===== config.mk =====
export PLATFORM = sky130hd
export DESIGN_NAME = mul_iter_flat
export DESIGN_NICKNAME = d
export VERILOG_FILES = /design/src/rtl/mul_iter_if.sv /design/src/rtl/mul_iter.sv /design/src/flat_wrapper.sv
export SDC_FILE = /design/constraint.sdc
export NUM_CORES = 1
export LEC_CHECK = 0
export CORE_MARGIN = 3
export CORE_UTILIZATION = 30
export CTS_CLUSTER_SIZE = 40
export DETAILED_ROUTE_END_ITERATION = 10
export GPL_TIMING_DRIVEN = 0
export SYNTH_ARGS = -nofsm -noshare
export SYNTH_HDL_FRONTEND = slang
export SYNTH_SLANG_ARGS = --single-unit

===== constraint.sdc =====
create_clock -name clk -period 2.8 [get_ports clk]
set_clock_uncertainty 0.1 [all_clocks]
set_input_delay 0.84 -clock clk [delete_from_list [all_inputs] [get_ports clk]]
set_output_delay 0.84 -clock clk [all_outputs]
set_load 0.1 [all_outputs]

===== src/rtl/mul_iter_if.sv =====
// Request/response val/rdy bundle for the iterative multiplier.
// The master drives operands and accepts products; the slave is the multiplier.
interface mul_iter_if #(
  parameter int p_width = 4
);
  logic               req_val;
  logic               req_rdy;
  logic [p_width-1:0] req_msg_a;
  logic [p_width-1:0] req_msg_b;
  logic               resp_val;
  logic               resp_rdy;
  logic [p_width-1:0] resp_msg;

  modport master (
    output req_val, req_msg_a, req_msg_b, resp_rdy,
    input  req_rdy, resp_val, resp_msg
  );

  modport slave (
    input  req_val, req_msg_a, req_msg_b, resp_rdy,
    output req_rdy, resp_val, resp_msg
  );
endinterface


===== src/rtl/mul_iter.sv =====
// Iterative shift-add multiplier: p_width fixed iterations per product,
// low p_width bits returned over val/rdy, one transaction in flight.
module mul_iter #(
  parameter int p_width = 4
) (
  input  logic      clk,
  input  logic      reset,
  mul_iter_if.slave io
);

  localparam int cnt_w = (p_width > 2) ? $clog2(p_width) : 1;
  localparam logic [cnt_w-1:0] cnt_last = cnt_w'(p_width - 1);

  typedef enum logic [1:0] {
    IDLE = 2'd0,
    CALC = 2'd1,
    DONE = 2'd2
  } state_t;

  state_t             state_q, state_d;
  logic [p_width-1:0] a_q, a_d;
  logic [p_width-1:0] b_q, b_d;
  logic [p_width-1:0] acc_q, acc_d;
  logic [cnt_w-1:0]   cnt_q, cnt_d;
  logic               resp_val_q, resp_val_d;
  logic               req_rdy;
  logic               req_fire;
  logic               load;

  // Ready follows resp_rdy in DONE so a new pair can enter as the product leaves.
  assign req_rdy  = reset & ((state_q == IDLE) | ((state_q == DONE) & io.resp_rdy));
  assign req_fire = io.req_val & req_rdy;

  assign io.req_rdy  = req_rdy;
  assign io.resp_val = resp_val_q;
  assign io.resp_msg = acc_q;

  always_comb begin
    state_d = state_q;
    a_d     = a_q;
    b_d     = b_q;
    acc_d   = acc_q;
    cnt_d   = cnt_q;
    load    = 1'b0;

    case (state_q)
      IDLE: begin
        if (req_fire) begin
          load    = 1'b1;
          state_d = CALC;
        end
      end
      CALC: begin
        if (b_q[0]) begin
          acc_d = acc_q + a_q;
        end
        a_d   = a_q << 1;
        b_d   = b_q >> 1;
        cnt_d = cnt_q + cnt_w'(1);
        if (cnt_q == cnt_last) begin
          state_d = DONE;
        end
      end
      DONE: begin
        if (io.resp_rdy) begin
          if (req_fire) begin
            load    = 1'b1;
            state_d = CALC;
          end else begin
            state_d = IDLE;
          end
        end
      end
      default: state_d = IDLE;
    endcase

    if (load) begin
      a_d   = io.req_msg_a;
      b_d   = io.req_msg_b;
      acc_d = '0;
      cnt_d = '0;
    end

    resp_val_d = (state_d == DONE);
  end

  // resp_val is registered as a decode of the next state, so it never sees req_val.
  always_ff @(posedge clk or negedge reset) begin
    if (!reset) begin
      state_q    <= IDLE;
      a_q        <= '0;
      b_q        <= '0;
      acc_q      <= '0;
      cnt_q      <= '0;
      resp_val_q <= 1'b0;
    end else begin
      state_q    <= state_d;
      a_q        <= a_d;
      b_q        <= b_d;
      acc_q      <= acc_d;
      cnt_q      <= cnt_d;
      resp_val_q <= resp_val_d;
    end
  end

endmodule


===== src/flat_wrapper.sv =====
// flat-port wrapper written by rule: the top's interface ports become plain ports
module mul_iter_flat 
#(
  parameter int p_width = 4
)
  (clk, reset, io_req_val, io_req_msg_a, io_req_msg_b, io_resp_rdy, io_req_rdy, io_resp_val, io_resp_msg);
  mul_iter_if #(.p_width(p_width)) io_i ();
  input  logic clk;
  input  logic reset;
  input wire logic [$bits(io_i.req_val)-1:0] io_req_val;
  input wire logic [$bits(io_i.req_msg_a)-1:0] io_req_msg_a;
  input wire logic [$bits(io_i.req_msg_b)-1:0] io_req_msg_b;
  input wire logic [$bits(io_i.resp_rdy)-1:0] io_resp_rdy;
  output wire logic [$bits(io_i.req_rdy)-1:0] io_req_rdy;
  output wire logic [$bits(io_i.resp_val)-1:0] io_resp_val;
  output wire logic [$bits(io_i.resp_msg)-1:0] io_resp_msg;
  assign io_i.req_val = io_req_val;
  assign io_i.req_msg_a = io_req_msg_a;
  assign io_i.req_msg_b = io_req_msg_b;
  assign io_i.resp_rdy = io_resp_rdy;
  assign io_req_rdy = io_i.req_rdy;
  assign io_resp_val = io_i.resp_val;
  assign io_resp_msg = io_i.resp_msg;
  mul_iter #(.p_width(p_width)) u_core (.clk(clk), .reset(reset), .io(io_i));
endmodule

Word level (Yosys, flattened, before mapping)
Cells that the tools add are included.

Equality and inequality tests: 4. Muxes and demuxes: 17. Bitwise gates (word level): 4. Add/subtract/negate cells: 2. Reduce and logical (&&, ||, !) cells: 4.

Operators by type and width (number): $mux W4 (7); $mux W2 (5); $eq A2 B2 Y1 const B (3); $pmux W2 S3 (1); $add A4 B4 Y4 (1); $reduce_bool A2 Y1 (2); $and A1 B1 Y1 (3); $mux W1 (3); $add A2 B1 Y2 const B (1); $eq A2 B1 Y1 const B (1); $logic_not A2 Y1 (1); $pmux W1 S2 (1); $reduce_and A2 Y1 (1); $or A1 B1 Y1 (1).

Input port bits: 12. Logic and storage cells: 37. Register bits after elaboration: 17.

Depth between registers and ports, before layout
Gate-level depths: netlist of the first run.

Depth in word-level cells: 10. Depth in mapped cells: 6. Mapped depth without buffers: 6.

Worst setup path before layout of the first run
No wires, ideal clock.

Path kind: input -> output. From: input io_resp_rdy. To: output io_req_rdy. Data required time: 1860 ps. Setup slack: 114 ps. Stages on the path: 2. Buffers on the path: 0. Arrival: 1746 ps. Path through: nand2b_2 -> and3b_1.

Word-level cells in the longest chain between the ends: 3.

Ends and longest elaborated chain: start: declaration (line flat_wrapper.sv:13) `input wire logic [$bits(io_i.resp_rdy)-1:0] io_resp_rdy;`; $and A1 B1 Y1 (line mul_iter.sv:31) `assign req_rdy = reset & ((state_q == IDLE) | ((state_q == DONE) & io.resp_rdy));`; $or A1 B1 Y1 (line mul_iter.sv:31); $and A1 B1 Y1 (line mul_iter.sv:31); end: declaration (line flat_wrapper.sv:14) `output wire logic [$bits(io_i.req_rdy)-1:0] io_req_rdy;`.

No other way between the ends.

Worst setup path in the final report of the first run
Ends and elaborated chain as after synthesis.

==> metrics.csv, run 1 <==
stage,metric,value,unit
run_status,status,"complete, no violations",
worst_setup_path,Crit path arrival time,1.82,ns
yosys,Mapped Area,876,um^2
worst_setup_path,FF-to-FF Start,u_core.a_q[0],
job,max cap viols,0,
timing,Final min period,2.76,ns
global_routing,largest net degree at the start of global routing,20,
timing,post-route clock period utilization,0.987,
detailed_routing,total number of vias,677,
cells_and_area,multi-input logic area,398,um^2
global_routing,grt ovf,0,
worst_setup_path,FF-to-FF setup slack,1.21,ns
yosys,multiplexer share of the synthesized area,0,
cells_and_area,design area,1120,um^2
yosys,post-synthesis sequential area ratio,0.486,
yosys,register bit total from synthesis,17,
yosys,most common flop cell mapped by yosys,dfrtp_1,
global_routing,GRT Total Usage,0.113,
worst_setup_path,Worst R2R Path Depth,6,
clock_network,Clock transition at path regs,0.11,ns
floorplanning,I/O pins,18,
worst_setup_path,Worst R2R End,u_core.io.resp_msg[2],
detailed_routing,WL/cell,13.1,um
clock_network,root buf cell,clkbuf_4,
clock_network,worst-skew pair later-pin latency,0.30,ns
power,Leak,0.582,nW
floorplanning,core area,2610,um^2
cells_and_area,"Core Util, Final",0.429,
yosys,Synth Area in XOR/XNOR,0.0200,
yosys,post-synthesis compound-gate area fraction,0.201,
worst_setup_path,"Max stage delay cell, worst path",clkdlybuf4s50_1,
timing,RSZ-0062 raised after global routing,false,
cells_and_area,sequential cell area,425,um^2
global_routing,vias in the first global route,673,
cells_and_area,final non-filler cell total,132,
yosys,Post-synth EDFFs,0,
cells_and_area,layout cell share with drive strength beyond 1,0.118,
timing,Slew HR,0.354,
place,Buffers on Ports,17,
global_routing,antenna violations before repair,0,
cells_and_area,final net count,120,
worst_setup_path,"slowest stage delay, CP",0.44,ns
floorplanning,initial core utilization,0.335,
worst_setup_path,critical path startpoint category,primary input,
worst_setup_path,Critical Path RT,1.86,ns
clock_network,H-tree levels,1,
hold_path,worst min path class,primary input to async pin,
timing,Max Slew Vio Count,0,
floorplanning,Die Height,60.0,um
timing,Final Hold Vio Count,0,
place,Final HPWL DP,1300,um
yosys,post-synth net total,98,
power,VDD IR-drop max,0.715,mV
clock_network,CTS tree,done,
power,Cell Pwr Density,1190,nW/um^2
place,DP Area,1080,um^2
timing,Worst Hold Slack,0.354,ns
floorplanning,row count,18,
clock_network,CTS Buffer Depth,2,
yosys,share of synthesized registers carrying an async set or reset,1.00,
place,global placement routability congestion,0.798,
worst_setup_path,CP Max Fanout,4,
clock_network,# hold bufs at CTS,0,
clock_network,TritonCTS Buffers,3,
cells_and_area,"most common cell after layout, fill and taps aside",dfrtp_1,
worst_setup_path,kind of critical path,primary input to output port,
yosys,Syn Area/Cell,10.8,um^2
yosys,area share of fa/ha/maj cells after synthesis,0.0800,
cells_and_area,fillcell total,261,
yosys,Gate Count Post-Synth,81,
clock_network,# clock sinks,17,
floorplanning,Die Wd,60.0,um
place,Post-Place Cells,128,
yosys,largest family of logic cells by synthesized area,compound AO/OA/AOI/OAI gates,
worst_setup_path,crit path cell chain,clkdlybuf4s50_1 > nand2b_2 > and3b_1 > buf_8,
yosys,Synth Area in Simple Gates,0.153,
detailed_routing,DR iter-0 viols,21,
global_routing,first-pass GRT wire length,2910,um
cells_and_area,most frequent cells in the layout,"17 x dfrtp_1, 11 x clkdlybuf4s50_1, 8 x a21oi_1, 8 x nand2_1",
power,overall power of the completed layout,1.34,mW
yosys,post-synth cell types,27,
floorplanning,DIE AREA,3600,um^2
detailed_routing,Remaining DRCs,0,
detailed_routing,Pre-Repair DR Iteration Count,4,
timing,# setup viols final,0,
cells_and_area,diode count,0,
cells_and_area,Syn-to-layout area delta,28.0,%
yosys,Yosys warnings,0,
timing,Slew @ Worst Pin,0.967,ns
detailed_routing,Routed Antenna Nets,0,
detailed_routing,total wire length,1740,um
worst_setup_path,crit end category,output port,
timing,fmax,362,MHz
detailed_routing,vias per cell,5.13,
[per-stage QoR]
stage                     worst slack, ns  TNS (ns)
final                              0.0366         0
after global routing               0.0217         0
after CTS                         0.00269         0
after detailed placement            -1.48     -2.97
after global placement              -1.43     -2.24
after floorplan                     0.114         0
[worst max-delay path: cells and delay by family]
kind | cells | cell delay, ns
buffers and inverters | 2 | 0.65
and+or+nand+nor | 2 | 0.33
[cells in the mapped netlist (4+ instances only)]
cell type	number	area [um^2]
dfrtp_1	17	425
a21o_1	5	37.5
a21oi_1	8	40.0
inv_1	4	15.0
nand3_1	4	20.0
ha_1	4	50.1
a22o_1	5	43.8
nand2_1	8	30.0
[power breakdown]
group / internal, mW / switching, mW / leakage, nW
sequential: 0.348 / 0.0766 / 0.221
clock: 0.0532 / 0.0863 / 0.0177
combinational: 0.270 / 0.505 / 0.343
[metal layers]
layer  global-route usage  share of wire  routed length [um]  vias to the layer above
li1                     -              -                   -                      334
met1                0.142           0.47                 823                      323
met2                0.174           0.47                 810                       16
met3               0.0259          0.043                  74                        4
met4               0.0665          0.016                  27                        0
met5                    0              0                   0                        -
[cell type report]
type,instances,area share
multi-input cells,56,0.355
well taps,30,0.0335
clock buffers,3,0.0201
flip-flops and latches,17,0.379
clock inverters,1,0.00446
inverters,4,0.0134
repair buffers,17,0.161
plain buffers,4,0.0335
[repair_timing]
item,in CTS,in global routing
endpoints found under the setup margin,1,5
setup buffers,0,0
gates resized for setup,12,5
[flip-flops by register name (all words and copies together) (netlist names)]
register and cells:
u_core.b_q 4, u_core.a_q 4, u_core.io.resp_val 1, u_core.state_q 2
u_core.cnt_q 2, u_core.io.resp_msg 4
[cell families (layout without fill, tap and decap cells)]
group           Yosys count  after routing
compound gates           26             26
simple gates             23             23
flops                    17             17
buf+inv                   8             29
fa+ha+maj                 5              5
xor+xnor                  2              2
[how the worst max path moves through the flow]
stage                               start              to  slack (ns)
floorplan                     io_resp_rdy      io_req_rdy        0.11
global placement                    reset      io_req_rdy       -1.43
detailed placement                  reset      io_req_rdy       -1.48
CTS                 u_core.io.resp_msg[1]  io_resp_msg[1]       0.003
global route                  io_resp_rdy      io_req_rdy        0.02
finish                        io_resp_rdy      io_req_rdy        0.04
Note: power is estimated with default switching activity, not from simulation.
==> inputs of run 2 (changes only) <==
--- a/config.mk
+++ b/config.mk
@@ -10,6 +10,7 @@
 export CTS_CLUSTER_SIZE = 40
 export DETAILED_ROUTE_END_ITERATION = 10
 export GPL_TIMING_DRIVEN = 0
+export PLACE_DENSITY = 0.5
 export SYNTH_ARGS = -nofsm -noshare
 export SYNTH_HDL_FRONTEND = slang
 export SYNTH_SLANG_ARGS = --single-unit
==> run 2 against run 1 <==
  * Sequential share of layout area did not move
  * Power about the same
  * Combinational power barely moved
  * Flip-flop and latch count unchanged
  * Worst setup slack better by 0.0013 ns
  * Clock power is 5% lower
  * Utilization is the same
  * Critical path type unchanged
  * Largest power group unchanged
==> metrics.csv, run 2 (synthesized netlist as in run 1, its figures left out) <==
stage,metric,value,unit,change
run_status,status,"complete, no violations",,unchanged
global_routing,antenna violations before repair,0,,unchanged
timing,Slew HR,0.352,,was 0.354
clock_network,Clock transition at path regs,0.10,ns,was 0.11 ns
clock_network,CTS tree,done,,unchanged
worst_setup_path,CP startpoint,io_resp_rdy,,unchanged
timing,# setup viols final,0,,unchanged
clock_network,worst-skew pair later-pin latency,0.29,ns,was 0.30 ns
timing,Final Hold Vio Count,0,,unchanged
clock_network,H-tree levels,1,,unchanged
timing,Final min period,2.76,ns,about the same
worst_setup_path,Crit path arrival time,1.82,ns,about the same
clock_network,TritonCTS Buffers,3,,unchanged
place,Buffers on Ports,17,,unchanged
clock_network,# hold bufs at CTS,0,,unchanged
power,overall power of the completed layout,1.34,mW,about the same
floorplanning,Die Height,60.0,um,unchanged
cells_and_area,final non-filler cell total,132,,unchanged
detailed_routing,Routed Antenna Nets,0,,unchanged
detailed_routing,total wire length,1790,um,was 1740 um
detailed_routing,DR iter-0 viols,21,,unchanged
cells_and_area,"most common cell after layout, fill and taps aside",dfrtp_1,,unchanged
detailed_routing,total number of vias,677,,unchanged
global_routing,grt ovf,0,,unchanged
cells_and_area,multi-input logic area,398,um^2,unchanged
power,VDD IR-drop max,0.670,mV,was 0.715 mV
global_routing,largest net degree at the start of global routing,20,,unchanged
worst_setup_path,crit end category,output port,,unchanged
place,Final HPWL DP,1270,um,was 1300 um
worst_setup_path,CP top delay family,buffers and inverters,,unchanged
floorplanning,row count,18,,unchanged
floorplanning,Die Wd,60.0,um,unchanged
detailed_routing,Remaining DRCs,0,,unchanged
clock_network,CTS Buffer Depth,2,,unchanged
worst_setup_path,crit path cell chain,clkdlybuf4s50_1 > nand2b_2 > and3b_1 > buf_12,,was clkdlybuf4s50_1 > nand2b_2 > and3b_1 > buf_8
cells_and_area,diode count,0,,unchanged
worst_setup_path,kind of critical path,primary input to output port,,unchanged
worst_setup_path,critical path startpoint category,primary input,,unchanged
cells_and_area,final net count,120,,unchanged
clock_network,# clock sinks,17,,unchanged
power,Cell Pwr Density,1190,nW/um^2,about the same
global_routing,first-pass GRT wire length,3100,um,was 2910 um
cells_and_area,fillcell total,264,,was 261
place,global placement routability congestion,0.726,,was 0.798
worst_setup_path,CP Max Fanout,4,,unchanged
floorplanning,I/O pins,18,,unchanged
global_routing,vias in the first global route,667,,was 673
cells_and_area,Syn-to-layout area delta,28.0,%,unchanged
detailed_routing,WL/cell,13.6,um,was 13.1 um
timing,setup_tns,0,ns,unchanged
floorplanning,initial core utilization,0.335,,unchanged
worst_setup_path,"slowest stage delay, CP",0.44,ns,about the same
cells_and_area,most frequent cells in the layout,"17 x dfrtp_1, 11 x clkdlybuf4s50_1, 8 x a21oi_1, 8 x nand2_1",,unchanged
worst_setup_path,Critical Path RT,1.86,ns,about the same
cells_and_area,"Core Util, Final",0.429,,unchanged
floorplanning,core area,2610,um^2,unchanged
detailed_routing,vias per cell,5.13,,unchanged
timing,Worst Hold Slack,0.360,ns,was 0.354 ns
place,Post-Place Cells,128,,unchanged
power,Leak,0.571,nW,was 0.582 nW
hold_path,worst min path class,primary input to async pin,,unchanged
worst_setup_path,FF-to-FF setup slack,1.24,ns,was 1.21 ns
timing,post-route clock period utilization,0.986,,was 0.987
worst_setup_path,"Max stage delay cell, worst path",clkdlybuf4s50_1,,unchanged
timing,Max Slew Vio Count,0,,unchanged
detailed_routing,Pre-Repair DR Iteration Count,4,,unchanged
cells_and_area,layout cell share with drive strength beyond 1,0.108,,was 0.118
global_routing,GRT Total Usage,0.118,,was 0.113
cells_and_area,sequential cell area,425,um^2,unchanged
floorplanning,DIE AREA,3600,um^2,unchanged
worst_setup_path,Worst Path Buf+Inv,2,,unchanged
clock_network,root buf cell,clkbuf_4,,unchanged
timing,Slew @ Worst Pin,0.969,ns,was 0.967 ns
worst_setup_path,FF-to-FF Start,u_core.a_q[0],,unchanged
timing,fmax,362,MHz,about the same
job,max cap viols,0,,unchanged
-- run 2: cell types whose count changed in the layout (fill, tap and decap cells not counted) --
cell and delta:
dlygate4sd2_1 +1, clkinv_2 -1, clkbuf_1 +1, buf_12 +1, dlymetal6s2s_1 -1, buf_8 -1
-- run 2: final timing paths --
path,end,depth (start not counted)
max,io_req_rdy,4
min,u_core.io.resp_msg[1],1
max reg2reg,u_core.io.resp_msg[2],6
min reg2reg,u_core.b_q[2],1
max in group asynchronous,u_core.b_q[1],1
min in group clk,u_core.b_q[2],1
-- run 2: repair_timing --
action	in CTS	in global routing
gates resized for setup	13	5
endpoints found under the setup margin	2	4
cloned	0	0
buffers inserted	0	0
-- run 2: area by class of cell --
cell class | count | share of cell area
sequential | 17 | 0.379
tap | 30 | 0.0335
timing repair buffer | 17 | 0.162
inverter | 4 | 0.0134
clock buffer | 4 | 0.0234
multi-input combinational | 56 | 0.355
buffer | 4 | 0.0335
-- run 2: power by group --
part | switching [mW] | leakage (nW) | internal, mW
clock | 0.0772 | 0.0150 | 0.0554
combinational | 0.508 | 0.335 | 0.270
sequential | 0.0810 | 0.221 | 0.348
total | 0.666 | 0.571 | 0.673
-- run 2: metrics by stage --
step	setup WS (ns)	cell area [um^2]
final	0.0379	1120
after global routing	-0.00447	1120
after CTS	0.0107	1100
after detailed placement	-1.46	1080
after global placement	-1.47	1080
after floorplan	0.114	876
-- run 2: metal layers --
layer / wire, um / vias to the layer above / track usage / part of all wire
li1: - / 333 / - / -
met4: 13 / 0 / 0.0285 / 0.0072
met2: 840 / 18 / 0.179 / 0.47
met1: 834 / 324 / 0.161 / 0.46
met3: 106 / 2 / 0.0389 / 0.059
met5: 0 / - / 0 / 0
